$ cat config.mk
export PLATFORM = sky130hd
export DESIGN_NAME = err_report
export DESIGN_NICKNAME = d
export VERILOG_FILES = /design/src/rtl/err_report_pkg.sv /design/src/rtl/err_report_fifo.sv /design/src/rtl/err_report.sv
export SDC_FILE = /design/constraint.sdc
export NUM_CORES = 1
export LEC_CHECK = 0
export ABC_AREA = 1
export BUFFER_PORTS_ARGS = -buffer_cell sky130_fd_sc_hd__buf_2
export CAP_MARGIN = 20
export CORE_UTILIZATION = 60
export CTS_BUF_LIST = sky130_fd_sc_hd__clkbuf_8
export DETAILED_ROUTE_END_ITERATION = 8
export GPL_TIMING_DRIVEN = 1
export HOLD_SLACK_MARGIN = 0.1
export PLACE_DENSITY_LB_ADDON = 0.12
export SYNTH_ARGS = -nofsm -noshare
export SYNTH_HDL_FRONTEND = slang
export SYNTH_HIERARCHICAL = 1
export SYNTH_SLANG_ARGS = --single-unit
$ cat constraint.sdc
create_clock -name trn_clk -period 5.2 [get_ports trn_clk]
set_clock_uncertainty 0.2 [all_clocks]
set_input_delay 0.78 -clock trn_clk [delete_from_list [all_inputs] [get_ports trn_clk]]
set_output_delay 0.78 -clock trn_clk [all_outputs]
set_load 0.02 [all_outputs]
$ cat src/rtl/err_report_pkg.sv
// Shared types and constants for the endpoint error-reporting block.
package err_report_pkg;

    localparam int unsigned TYPE_W  = 3;
    localparam int unsigned HDR_W   = 48;
    localparam int unsigned ENTRY_W = TYPE_W + 1 + 1 + HDR_W;

    typedef enum logic [TYPE_W-1:0] {
        ERR_COR         = 3'd0,
        ERR_UR          = 3'd1,
        ERR_ECRC        = 3'd2,
        ERR_CPL_TIMEOUT = 3'd3,
        ERR_CPL_ABORT   = 3'd4
    } err_type_e;

    typedef enum logic [1:0] {
        ST_IDLE,
        ST_WAIT_RDY,
        ST_FIRE,
        ST_GAP
    } state_e;

    typedef struct packed {
        logic [TYPE_W-1:0] etype;
        logic              posted;
        logic              locked;
        logic [HDR_W-1:0]  hdr;
    } err_entry_t;

    // Types above CPL_ABORT have no corresponding strobe.
    function automatic logic type_legal(input logic [TYPE_W-1:0] t);
        return (t <= ERR_CPL_ABORT);
    endfunction

    // Non-posted UR / CPL_ABORT need a completion header and the rdy handshake.
    function automatic logic hdr_required(input err_entry_t e);
        return ((e.etype == ERR_UR) || (e.etype == ERR_CPL_ABORT)) && !e.posted;
    endfunction

endpackage

$ cat src/rtl/err_report_fifo.sv
// First-word-fall-through event queue; extra pointer bit separates full from empty.
module err_report_fifo #(
    parameter int unsigned WIDTH = 8,
    parameter int unsigned DEPTH = 4
) (
    input  logic             trn_clk,
    input  logic             reset_n,
    input  logic             push,
    input  logic [WIDTH-1:0] wr_data,
    input  logic             pop,
    output logic [WIDTH-1:0] rd_data,
    output logic             full,
    output logic             empty
);

    localparam int unsigned AW = (DEPTH > 1) ? $clog2(DEPTH) : 1;
    localparam int unsigned PW = AW + 1;

    logic [WIDTH-1:0] mem [DEPTH];
    logic [PW-1:0]    wr_ptr;
    logic [PW-1:0]    rd_ptr;
    logic             wr_en;
    logic             rd_en;

    assign wr_en = push & ~full;
    assign rd_en = pop & ~empty;

    // Read/write pointer advance.
    always_ff @(posedge trn_clk or negedge reset_n) begin
        if (!reset_n) begin
            wr_ptr <= '0;
            rd_ptr <= '0;
        end else begin
            if (wr_en) wr_ptr <= wr_ptr + PW'(1);
            if (rd_en) rd_ptr <= rd_ptr + PW'(1);
        end
    end

    // Storage write; contents need no reset since pointers gate visibility.
    always_ff @(posedge trn_clk) begin
        if (wr_en) mem[wr_ptr[AW-1:0]] <= wr_data;
    end

    assign rd_data = mem[rd_ptr[AW-1:0]];
    assign empty   = (wr_ptr == rd_ptr);
    assign full    = (wr_ptr[AW-1:0] == rd_ptr[AW-1:0]) && (wr_ptr[AW] != rd_ptr[AW]);

endmodule

$ cat src/rtl/err_report.sv
// Queues user error events and strobes them onto the endpoint cfg_err_* port.
module err_report
    import err_report_pkg::*;
#(
    parameter int unsigned FIFO_DEPTH = 4,
    parameter int unsigned GAP_CYCLES = 2
) (
    input  logic               trn_clk,
    input  logic               reset_n,
    input  logic               err_valid,
    output logic               err_ready,
    input  logic [TYPE_W-1:0]  err_type,
    input  logic               err_posted,
    input  logic               err_locked,
    input  logic [HDR_W-1:0]   err_hdr,
    output logic               cfg_err_cor_n,
    output logic               cfg_err_ur_n,
    output logic               cfg_err_ecrc_n,
    output logic               cfg_err_cpl_timeout_n,
    output logic               cfg_err_cpl_abort_n,
    output logic               cfg_err_posted_n,
    output logic               cfg_err_locked_n,
    output logic [HDR_W-1:0]   cfg_err_tlp_cpl_header,
    input  logic               cfg_err_cpl_rdy_n,
    output logic               busy,
    output logic [15:0]        report_cnt,
    output logic [7:0]         drop_cnt
);

    localparam int unsigned GAP_W = 4;

    state_e             state;
    state_e             state_nxt;
    logic [GAP_W-1:0]   gap_cnt;
    err_entry_t         wr_entry;
    err_entry_t         head;
    logic [ENTRY_W-1:0] head_bits;
    logic               fifo_full;
    logic               fifo_empty;
    logic               accept;
    logic               push;
    logic               drop;
    logic               pop;
    logic               fire_nxt;
    logic               head_hdr_req;

    assign wr_entry     = '{etype: err_type, posted: err_posted, locked: err_locked, hdr: err_hdr};
    assign head         = err_entry_t'(head_bits);
    assign head_hdr_req = hdr_required(head);

    assign err_ready = ~fifo_full;
    assign accept    = err_valid & ~fifo_full;
    assign push      = accept & type_legal(err_type);
    assign drop      = accept & ~type_legal(err_type);
    assign busy      = (state != ST_IDLE) | ~fifo_empty;

    err_report_fifo #(
        .WIDTH (ENTRY_W),
        .DEPTH (FIFO_DEPTH)
    ) u_fifo (
        .trn_clk (trn_clk),
        .reset_n (reset_n),
        .push    (push),
        .wr_data (wr_entry),
        .pop     (pop),
        .rd_data (head_bits),
        .full    (fifo_full),
        .empty   (fifo_empty)
    );

    // State register.
    always_ff @(posedge trn_clk or negedge reset_n) begin
        if (!reset_n) state <= ST_IDLE;
        else          state <= state_nxt;
    end

    // Next-state: hold in WAIT_RDY until the core can take a header.
    always_comb begin
        state_nxt = state;
        pop       = 1'b0;
        unique case (state)
            ST_IDLE: begin
                if (!fifo_empty) begin
                    if (head_hdr_req && cfg_err_cpl_rdy_n) state_nxt = ST_WAIT_RDY;
                    else                                   state_nxt = ST_FIRE;
                end
            end
            ST_WAIT_RDY: begin
                if (!cfg_err_cpl_rdy_n) state_nxt = ST_FIRE;
            end
            ST_FIRE: begin
                pop       = 1'b1;
                state_nxt = ST_GAP;
            end
            ST_GAP: begin
                if (gap_cnt == '0) state_nxt = ST_IDLE;
            end
            default: state_nxt = ST_IDLE;
        endcase
        fire_nxt = (state_nxt == ST_FIRE);
    end

    // Idle spacing counter, loaded while firing.
    always_ff @(posedge trn_clk or negedge reset_n) begin
        if (!reset_n)                              gap_cnt <= '0;
        else if (state == ST_FIRE)                 gap_cnt <= GAP_W'(GAP_CYCLES - 1);
        else if (state == ST_GAP && gap_cnt != '0) gap_cnt <= gap_cnt - GAP_W'(1);
    end

    // Strobe flops: loaded from the queue head on entry to FIRE, idle otherwise.
    always_ff @(posedge trn_clk or negedge reset_n) begin
        if (!reset_n) begin
            cfg_err_cor_n          <= 1'b1;
            cfg_err_ur_n           <= 1'b1;
            cfg_err_ecrc_n         <= 1'b1;
            cfg_err_cpl_timeout_n  <= 1'b1;
            cfg_err_cpl_abort_n    <= 1'b1;
            cfg_err_posted_n       <= 1'b1;
            cfg_err_locked_n       <= 1'b1;
            cfg_err_tlp_cpl_header <= '0;
        end else if (fire_nxt) begin
            cfg_err_cor_n          <= ~(head.etype == ERR_COR);
            cfg_err_ur_n           <= ~(head.etype == ERR_UR);
            cfg_err_ecrc_n         <= ~(head.etype == ERR_ECRC);
            cfg_err_cpl_timeout_n  <= ~(head.etype == ERR_CPL_TIMEOUT);
            cfg_err_cpl_abort_n    <= ~(head.etype == ERR_CPL_ABORT);
            cfg_err_posted_n       <= ~head.posted;
            cfg_err_locked_n       <= ~(head.locked & head_hdr_req);
            cfg_err_tlp_cpl_header <= head_hdr_req ? head.hdr : '0;
        end else begin
            cfg_err_cor_n          <= 1'b1;
            cfg_err_ur_n           <= 1'b1;
            cfg_err_ecrc_n         <= 1'b1;
            cfg_err_cpl_timeout_n  <= 1'b1;
            cfg_err_cpl_abort_n    <= 1'b1;
            cfg_err_posted_n       <= 1'b1;
            cfg_err_locked_n       <= 1'b1;
            cfg_err_tlp_cpl_header <= '0;
        end
    end

    // Saturating statistics counters.
    always_ff @(posedge trn_clk or negedge reset_n) begin
        if (!reset_n) begin
            report_cnt <= '0;
            drop_cnt   <= '0;
        end else begin
            if (state == ST_FIRE && report_cnt != 16'hFFFF) report_cnt <= report_cnt + 16'd1;
            if (drop && drop_cnt != 8'hFF)                  drop_cnt   <= drop_cnt + 8'd1;
        end
    end

endmodule
==> run metrics, run 1 <==
r2r startpoint u_fifo/rd_ptr[0]$_DFFE_PN0P_; Die H 144 um; CTS Buf Count 48; initial DRC count 534; Via density 5.34; GR Overflow Total 0; initial antenna violation count 0; status completed; worst r2r path cells 11; CTS tree yes; Max VDD drop ~0.34 mV; die footprint 0.0208 sq mm; most frequent cells in the layout 212 x edfxtp_1, 158 x nor2_1, 156 x nand2_1, 136 x buf_2, 116 x o21ai_0; Hold Fails Final Rpt 0; reg2reg setup slack 1.75 ns; root buf cell clkbuf_8; Setup crit start u_fifo/rd_ptr[0]$_DFFE_PN0P_; global-route wire length before repair roughly 37 mm; Max Slew Vio Count 0; Clk pin slew, worst setup/hold paths roughly 0.060 ns; Mapped Nets 1050; post-synthesis cell type count 35; Std-Cell Rows 51; area grow syn2layout 14.7%; Routed Wire Length between 20 and 25 mm; CTS-repair resized insts 0; type of destination of the critical path output port; worst-skew pair later-pin latency around 0.56 ns; Mapped Area around 0.012 sq mm; Required @ worst endpoint about 4.2 ns; Buffers on Ports ~140; yosys warns 6; max-cap viol count 0; minimum clock period around 3.7 ns; die extent in x around 140 um; DR vias 7683; worst reg2reg path endpoint u_fifo/mem[0][3]$_DFFE_PP_; slew margin rel. 0.348; Top Ports 138; drt first pass iters 5; Core Footprint around 0.02 sq mm; dpl hpwl ~14 mm; htree depth 2; Initial Util 0.618; FF+latch count, synth 303; Critical Path Source Type flop; Slew @ Worst Pin between 0.9 and 1 ns; GPL Wtd Cong approximately 0.8; PD cells between 500 and 600 mW/mm^2; largest net degree at the start of global routing ~110; Residual DRC 0; final setup vio count 0; Post-Synthesis Cells 984; Fin Setup TNS 0 ns; wire per inst roughly 16 um; Max Root-Sink Buffers 3; Post-CTS Repair Setup Buffers 0; DRT antenna net count 0; most common cell after layout, fill and taps aside edfxtp_1; sequential share of the synthesized area 0.713; Crit Path Class flop to output port; worst-path fanout max 85; Max Clk Rate approximately 270 MHz; fillcell total approximately 1500; vias in the first global route between 7000 and 8000; # clock sinks about 300; fin crit share 0.706; RSZ-0062 raised after global routing no; Total Routing Usage GR 0.232; Placed Area about 0.013 sq mm; Critical Path AT between 2 and 3 ns; CTS Hold Buffers Added 0; leakage roughly 5.5 nW; fraction of layout cells with a size suffix above 1 0.230; post-route cell area roughly 0.014 sq mm; Syn Area/Cell around 12 sq um; Post-layout nets about 1200; HP Class input pin to asynchronous set/reset pin
## cell usage after synthesis (all sizes together)
library cell,count,share of area
clkinv,1,0.00072
nand3,29,0.014
dfstp,7,0.015
edfxtp,212,0.52
nor3,4,0.0016
xor2,8,0.0058
xnor2,12,0.0087
nand4,5,0.0026
nand3b,4,0.0025
nor3b,1,0.00062
buf,33,0.021
o31ai,1,0.00062
o22ai,54,0.028
nor2,186,0.071
ha,9,0.0093
a21oi,1,0.00072
o21ai,118,0.050
dfrtp,84,0.17
clkbuf,13,0.0045
inv,37,0.012
nand2,165,0.054
## per-stage QoR
| step | hold slack (ns) | cells | worst slack [ns] | utilization | total power [W] |
|---|---|---|---|---|---|
| finish | 0.100 | 1439 | 1.53 | 0.708 | 0.00744 |
| global route | 0.142 | 1438 | 1.31 | 0.708 | 0.00788 |
| CTS | 0.104 | 1438 | 1.46 | 0.708 | 0.00750 |
| detailed placement | 0.297 | 1348 | 1.76 | 0.659 | 0.00555 |
| global placement | 0.285 | 1348 | 1.80 | 0.659 | 0.00549 |
| floorplan | 0.258 | 984 | 0.918 | - | 0.00505 |
## metal layers
| layer | up-vias | track usage | share of wire |
|---|---|---|---|
| met4 | 0 | 0.0593 | 0.012 |
| li1 | 3725 | - | - |
| met1 | 3704 | 0.307 | 0.43 |
| met2 | 228 | 0.395 | 0.50 |
| met3 | 26 | 0.0477 | 0.056 |
| met5 | - | 0 | 0 |
## power by group
part,total (W),switching (W),internal [W]
logic,0.00231,0.00167,0.000633
clock network,0.00195,0.000887,0.00106
registers,0.00318,0.000177,0.00301
## worst max-delay path: stages (launching register included)
cell and delay, ns:
dfrtp_4 0.60, buf_4 0.70, nand2_1 0.13, nand2_2 0.14
nand3_2 0.13, inv_1 0.13, nand3_1 0.10, buf_2 0.17
## state kept, by name, summed over array words and instances, names as in the netlist
| signal | count |
|---|---|
| cfg_err_cpl_abort_n | 1 |
| u_fifo/mem | 212 |
| cfg_err_cpl_timeout_n | 1 |
| cfg_err_posted_n | 1 |
| cfg_err_ecrc_n | 1 |
| drop_cnt | 8 |
| cfg_err_locked_n | 1 |
| u_fifo/wr_ptr | 3 |
| state | 2 |
| gap_cnt | 4 |
| report_cnt | 16 |
| cfg_err_ur_n | 1 |
| cfg_err_cor_n | 1 |
| u_fifo/rd_ptr | 3 |
| cfg_err_tlp_cpl_header | 48 |
## kinds of logic (layout without fill, tap and decap cells)
kind of cell,count (synthesis),after routing,synth area share
and+or+nand+nor,394,394,0.147
adders and majority gates,9,9,0.00928
DFF,303,303,0.713
AOI/OAI and AO/OA,174,174,0.0788
other,0,1,0
xor gates and xnor gates,20,20,0.0144
buffers and inverters,84,273,0.0381
## worst max path at each step
stage,to,slack (ns)
after global routing,busy,1.31
after CTS,busy,1.46
after detailed placement,u_fifo/mem[0][8]$_DFFE_PP_,1.76
after global placement,u_fifo/mem[0][8]$_DFFE_PP_,1.80
after floorplan,u_fifo/mem[0][0]$_DFFE_PP_,0.92
final,busy,1.53
## area by class of cell
| type | count | area, sq um | area share |
|---|---|---|---|
| Antenna cell | 1 | 2.50 | 0.000180 |
| Inverter | 38 | 153 | 0.0110 |
| Multi-Input combinational cell | 597 | 3050 | 0.219 |
| Clock inverter | 36 | 211 | 0.0152 |
| Tap cell | 265 | 332 | 0.0238 |
| Sequential cell | 303 | 8660 | 0.622 |
| Clock buffer | 54 | 743 | 0.0534 |
| Timing Repair Buffer | 145 | 773 | 0.0556 |
Power figures use the tool's default switching activity.
==> run 2, diff against run 1 <==
Settings changed: CORE_UTILIZATION 60 to 55.
Clock period 5.2 ns to 3.2 ns, I/O delays scaled along.
==> run metrics, run 2 (synthesis gave the netlist of run 1 again) <==
Buffers on Ports 137 (unchanged); max-cap viol count 0 (unchanged); Clk pwr share 0.257 (was 0.262); dpl hpwl 15.0 mm (was 13.7 mm); most frequent cells in the layout 212 x edfxtp_1, 158 x nor2_1, 156 x nand2_1, 136 x buf_2, 116 x o21ai_0 (unchanged); vias in the first global route 7750 (was 7376); worst-path fanout max 37 (was 85); CTS Buf Count 47 (was 48); minimum clock period around 2.8 ns; HP Class input pin to flop (was input pin to asynchronous set/reset pin); hold endpoint u_fifo/wr_ptr[1]$_DFFE_PN0P_; leakage 5.85 nW (was 5.53 nW); Via density 5.24 (was 5.34); n_diodes 0 (was 1); most common cell after layout, fill and taps aside edfxtp_1 (unchanged); Gate power share 0.321 (was 0.310); Required @ worst endpoint 3.25 ns (was 4.22 ns); placed cells 1372 (was 1348); switch share 0.368 (about the same); root buf cell clkbuf_8 (unchanged); fraction of layout cells with a size suffix above 1 0.229 (was 0.230); CTS-repair resized insts 0 (unchanged); initial antenna violation count 0 (unchanged); type of destination of the critical path flop (was output port); reg2reg setup slack 0.37 ns (was 1.75 ns); Largest register FFs 212 (unchanged); Total Routing Usage GR 0.231 (was 0.232); initial DRC count 456 (was 534); RSZ-0062 raised after global routing no (unchanged); r2r startpoint u_fifo/rd_ptr[0]$_DFFE_PN0P_ (unchanged); worst r2r path cells 11 (unchanged); Placed Area 0.0131 sq mm (was 0.0130 sq mm); Crit Path Class flop to flop (was flop to output port); Die H 151 um (was 144 um); status completed (unchanged); CTS tree yes (unchanged); Core Footprint 0.0214 sq mm (was 0.0197 sq mm); slew margin rel. 0.492 (was 0.348); # clock sinks 303 (unchanged); Clk pin slew, worst setup/hold paths 0.06 ns (about the same); DRT antenna net count 0 (unchanged); largest net degree at the start of global routing 75 (was 109); die footprint 0.0227 sq mm (was 0.0208 sq mm); die extent in x 151 um (was 144 um); Max Slew Vio Count 0 (unchanged); Pint 0.00780 W (was 0.00470 W); global-route wire length before repair 40.0 mm (was 36.8 mm); Std-Cell Rows 53 (was 51); Worst Hold Margin 0.139 ns (was 0.100 ns); Slew @ Worst Pin 0.763 ns (was 0.978 ns); worst reg2reg path endpoint u_fifo/mem[1][50]$_DFFE_PP_ (was u_fifo/mem[0][3]$_DFFE_PP_); crit path max-delay cell type dfrtp_4 (was buf_4); final setup vio count 0 (unchanged); Critical Path, Cell by Cell inv_6 > nand2_1 > nand2_2 > nand3_4 > inv_1 > inv_1 > nand2_1 > nor2_1 > nand2_2 > nor2_4 > buf_4 (was buf_4 > nand2_1 > nand2_2 > nand3_2 > inv_1 > nand3_1 > buf_2); GPL Wtd Cong 0.861 (was 0.825); Hold Crit Start err_valid; fin crit share 0.884; Hold Fails Final Rpt 0 (unchanged); post-route cell area 0.0146 sq mm (was 0.0139 sq mm); Post-layout nets 1267 (was 1199); Top Ports 138 (unchanged); non-filler instance count after layout 1515 (was 1439); Hold Crit Depth 5; htree depth 2 (unchanged); Critical Path AT 2.88 ns (was 2.69 ns); Initial Util 0.568 (was 0.618); Max VDD drop 0.439 mV (was 0.340 mV); DR vias 7941 (was 7683); area grow syn2layout 20.5% (was 14.7%); drt first pass iters 5 (unchanged); wire per inst 16.6 um (was 16.3 um); Residual DRC 0 (unchanged); PD cells 843 mW/mm^2 (was 534 mW/mm^2); worst-skew pair later-pin latency 0.57 ns (was 0.56 ns); switching pwr 0.00454 W (was 0.00274 W); Routed Wire Length 25.1 mm (was 23.4 mm); Critical Path Source Type flop (unchanged); largest stage delay on the critical path 0.68 ns (was 0.70 ns); Final Core Density 0.685 (was 0.708); share of power burned in registers 0.422 (was 0.428); Max Clk Rate around 350 MHz; Max Root-Sink Buffers 3 (unchanged); GR Overflow Total 0 (unchanged)
## run 2: how the worst max path moves through the flow
stage / slack, ns / start / to
2_1_floorplan: -0.21 / u_fifo/rd_ptr[1]$_DFFE_PN0P_ / u_fifo/mem[0][0]$_DFFE_PP_
3_3_place_gp: 0.48 / u_fifo/rd_ptr[0]$_DFFE_PN0P_ / u_fifo/mem[1][35]$_DFFE_PP_
3_5_place_dp: 0.39 / u_fifo/rd_ptr[0]$_DFFE_PN0P_ / u_fifo/mem[1][49]$_DFFE_PP_
4_1_cts: 0.36 / u_fifo/rd_ptr[0]$_DFFE_PN0P_ / u_fifo/mem[1][50]$_DFFE_PP_
5_1_grt: 0.10 / u_fifo/rd_ptr[0]$_DFFE_PN0P_ / u_fifo/mem[1][50]$_DFFE_PP_
6_report: 0.37 / u_fifo/rd_ptr[0]$_DFFE_PN0P_ / u_fifo/mem[1][50]$_DFFE_PP_
## run 2: cell type report
class / instances / area, sq um
repair buffers: 214 / 1480
clock buffers: 57 / 785
inverters: 38 / 153
fillers: 1612 / 6720
flip-flops and latches: 303 / 8660
multi-input cells: 597 / 3050
well taps: 275 / 344
clock inverters: 31 / 169
## run 2: worst max-delay path: cells and delay by family, from the launching register on
| kind | cells | cell delay [ns] |
|---|---|---|
| simple gates | 7 | 1.13 |
| flops | 1 | 0.68 |
| buf+inv | 4 | 0.50 |
## run 2: power groups by stage
stage	Clock, W	Combinational, W	Sequential, W
floorplan	0	0.00281	0.00539
global placement	0	0.00387	0.00527
detailed placement	0	0.00392	0.00528
CTS	0.00325	0.00399	0.00521
global route	0.00343	0.00439	0.00528
finish	0.00317	0.00396	0.00521
## run 2: per-stage QoR
stage / TNS, ns / worst slack, ns / power, W
CTS: 0 / 0.363 / 0.0124
detailed placement: 0 / 0.389 / 0.00920
global route: 0 / 0.103 / 0.0131
finish: 0 / 0.372 / 0.0123
floorplan: -33.69 / -0.212 / 0.00820
global placement: 0 / 0.484 / 0.00914
## run 2: timing repair
item	CTS	global route
hold buffers	55	0
hold endpoints to repair	244	0
buffers inserted	0	0
## run 2: per-layer routing
metal,GRT usage,part of all wire,routed length (um),vias to the layer above
li1,-,-,-,3853
met1,0.298,0.43,10800,3828
met2,0.395,0.50,12500,216
met3,0.0436,0.055,1380,44
met4,0.0768,0.019,483,0
met5,0,0,0,-
==> run 3, diff against run 2 <==
Settings changed: CORE_UTILIZATION 55 to 31.
==> run metrics, run 3 (synthesis gave the netlist of run 1 again) <==
status completed (unchanged); worst r2r path cells 11 (unchanged); Std-Cell Rows 72 (was 53); Critical Path Source Type flop (unchanged); Max VDD drop 0.395 mV (was 0.439 mV); most common cell after layout, fill and taps aside edfxtp_1 (unchanged); placed cells 1617 (was 1372); switching pwr 0.00478 W (was 0.00454 W); Total Routing Usage GR 0.152 (was 0.231); worst-skew pair later-pin latency 0.61 ns (was 0.57 ns); die extent in x 200 um (was 151 um); initial antenna violation count 2 (was 0); most frequent cells in the layout 212 x edfxtp_1, 158 x nor2_1, 156 x nand2_1, 136 x buf_2, 116 x o21ai_0 (unchanged); largest net degree at the start of global routing 51 (was 75); type of destination of the critical path output port (was flop); crit path max-delay cell type dfrtp_4 (unchanged); share of power burned in registers 0.403 (was 0.422); Max Root-Sink Buffers 3 (unchanged); Clk pwr share 0.276 (was 0.257); largest stage delay on the critical path 0.57 ns (was 0.68 ns); Residual DRC 0 (unchanged); Max Clk Rate 352 MHz (was 354 MHz); global-route wire length before repair 45.9 mm (was 40.0 mm); initial DRC count 361 (was 456); Hold Fails Final Rpt 0 (unchanged); Core Footprint 0.0386 sq mm (was 0.0214 sq mm); CTS Hold Buffers Added 55 (unchanged); max-cap viol count 0 (unchanged); PD cells 851 mW/mm^2 (was 843 mW/mm^2); Die H 200 um (was 151 um); Crit Path Class flop to output port (was flop to flop); worst-path fanout max 32 (was 37); RSZ-0062 raised after global routing no (unchanged); critical path capture point busy (was u_fifo/mem[1][50]$_DFFE_PP_); switch share 0.372 (was 0.368); root buf cell clkbuf_8 (unchanged); Critical Path, Cell by Cell inv_6 > nand2_1 > nand2_2 > nand3_2 > inv_1 > nand3_1 > buf_2 (was inv_6 > nand2_1 > nand2_2 > nand3_4 > inv_1 > inv_1 > nand2_1 > nor2_1 > nand2_2 > nor2_4 > buf_4); minimum clock period 2.84 ns (was 2.83 ns); wire per inst 16.8 um (was 16.6 um); Gate power share 0.322 (was 0.321); DR vias 7958 (was 7941); DRT antenna net count 0 (unchanged); non-filler instance count after layout 1771 (was 1515); slew margin rel. 0.564 (was 0.492); # clock sinks 303 (unchanged); HP Class input pin to flop (unchanged); Required @ worst endpoint 2.52 ns (was 3.25 ns); Placed Area 0.0135 sq mm (was 0.0131 sq mm); post-route cell area 0.0151 sq mm (was 0.0146 sq mm); Routed Wire Length 29.8 mm (was 25.1 mm); htree depth 2 (unchanged); leakage 5.91 nW (was 5.85 nW); Largest register FFs 212 (unchanged); CTS Buf Count 52 (was 47); drt first pass iters 4 (was 5); Critical Path AT 2.16 ns (was 2.88 ns); die footprint 0.0400 sq mm (was 0.0227 sq mm); Initial Util 0.314 (was 0.568); Max Slew Vio Count 0 (unchanged); Setup crit start u_fifo/rd_ptr[0]$_DFFE_PN0P_ (unchanged); Slew @ Worst Pin 0.654 ns (was 0.763 ns); GR Overflow Total 0 (unchanged); reg2reg setup slack 0.42 ns (was 0.37 ns); vias in the first global route 7954 (was 7750); Buffers on Ports 137 (unchanged); Via density 4.49 (was 5.24); Top Ports 138 (unchanged); total chip power 0.0128 W (was 0.0123 W); dpl hpwl 18.3 mm (was 15.0 mm); fraction of layout cells with a size suffix above 1 0.237 (was 0.229); Post-CTS Repair Setup Buffers 0 (unchanged); final setup vio count 0 (unchanged); CTS-repair resized insts 0 (unchanged); r2r startpoint u_fifo/rd_ptr[0]$_DFFE_PN0P_ (unchanged); Clk pin slew, worst setup/hold paths 0.06 ns (about the same); Pint 0.00806 W (was 0.00780 W); worst reg2reg path endpoint cfg_err_tlp_cpl_header[0]$_DFF_PN0_ (was u_fifo/mem[1][50]$_DFFE_PP_); fin crit share 0.887 (was 0.884); area grow syn2layout 24.2% (was 20.5%); Post-layout nets 1274 (was 1267); GPL Wtd Cong 0.752 (was 0.861); CTS tree yes (unchanged)
==> run 3: power groups by stage <==
stage | clock (W) | combinational (W) | sequential, W
2_1_floorplan | 0 | 0.00281 | 0.00539
3_3_place_gp | 0 | 0.00420 | 0.00524
3_5_place_dp | 0 | 0.00419 | 0.00524
4_1_cts | 0.00370 | 0.00426 | 0.00517
5_1_grt | 0.00385 | 0.00464 | 0.00523
6_report | 0.00354 | 0.00413 | 0.00517
==> run 3: routing by layer <==
metal  wire [um]  part of all wire  GRT usage
met5          13           0.00044          0
met2       13900              0.47      0.242
met4         642             0.022     0.0580
met1       14000              0.47      0.205
met3        1250             0.042     0.0326
==> run 3: area by class of cell <==
type / count / area [sq um]
diodes: 1 / 2.50
clock buffers: 62 / 853
clock inverters: 36 / 215
fillers: 3728 / 23600
inverters: 38 / 153
multi-input cells: 597 / 3050
flip-flops and latches: 303 / 8660
well taps: 518 / 648
repair buffers: 216 / 1510
==> run 3: how the worst min path moves through the flow <==
stage	start	end	cells past startpoint
6_report	err_valid	u_fifo/wr_ptr[0]$_DFFE_PN0P_	5
5_1_grt	err_valid	u_fifo/wr_ptr[0]$_DFFE_PN0P_	5
4_1_cts	err_valid	u_fifo/wr_ptr[1]$_DFFE_PN0P_	5
3_5_place_dp	gap_cnt[0]$_DFFE_PN0P_	gap_cnt[0]$_DFFE_PN0P_	1
3_3_place_gp	gap_cnt[0]$_DFFE_PN0P_	gap_cnt[0]$_DFFE_PN0P_	1
2_1_floorplan	reset_n	cfg_err_tlp_cpl_header[0]$_DFF_PN0_	0
==> run 3: worst max-delay path: cells and delay by family, from the launching register on <==
family / cells / cell delay [ns]
flip-flops: 1 / 0.57
buffers and inverters: 3 / 0.53
AND/OR/NAND/NOR: 4 / 0.45
==> run 3: stage by stage <==
step	setup WS, ns	hold WS (ns)	util	TNS [ns]
2_1_floorplan	-0.212	-0.0156	-	-33.69
3_3_place_gp	0.466	0.290	0.348	0
3_5_place_dp	0.407	0.297	0.348	0
4_1_cts	0.246	0.103	0.390	0
5_1_grt	0.174	0.182	0.390	0
6_report	0.362	0.169	0.390	0
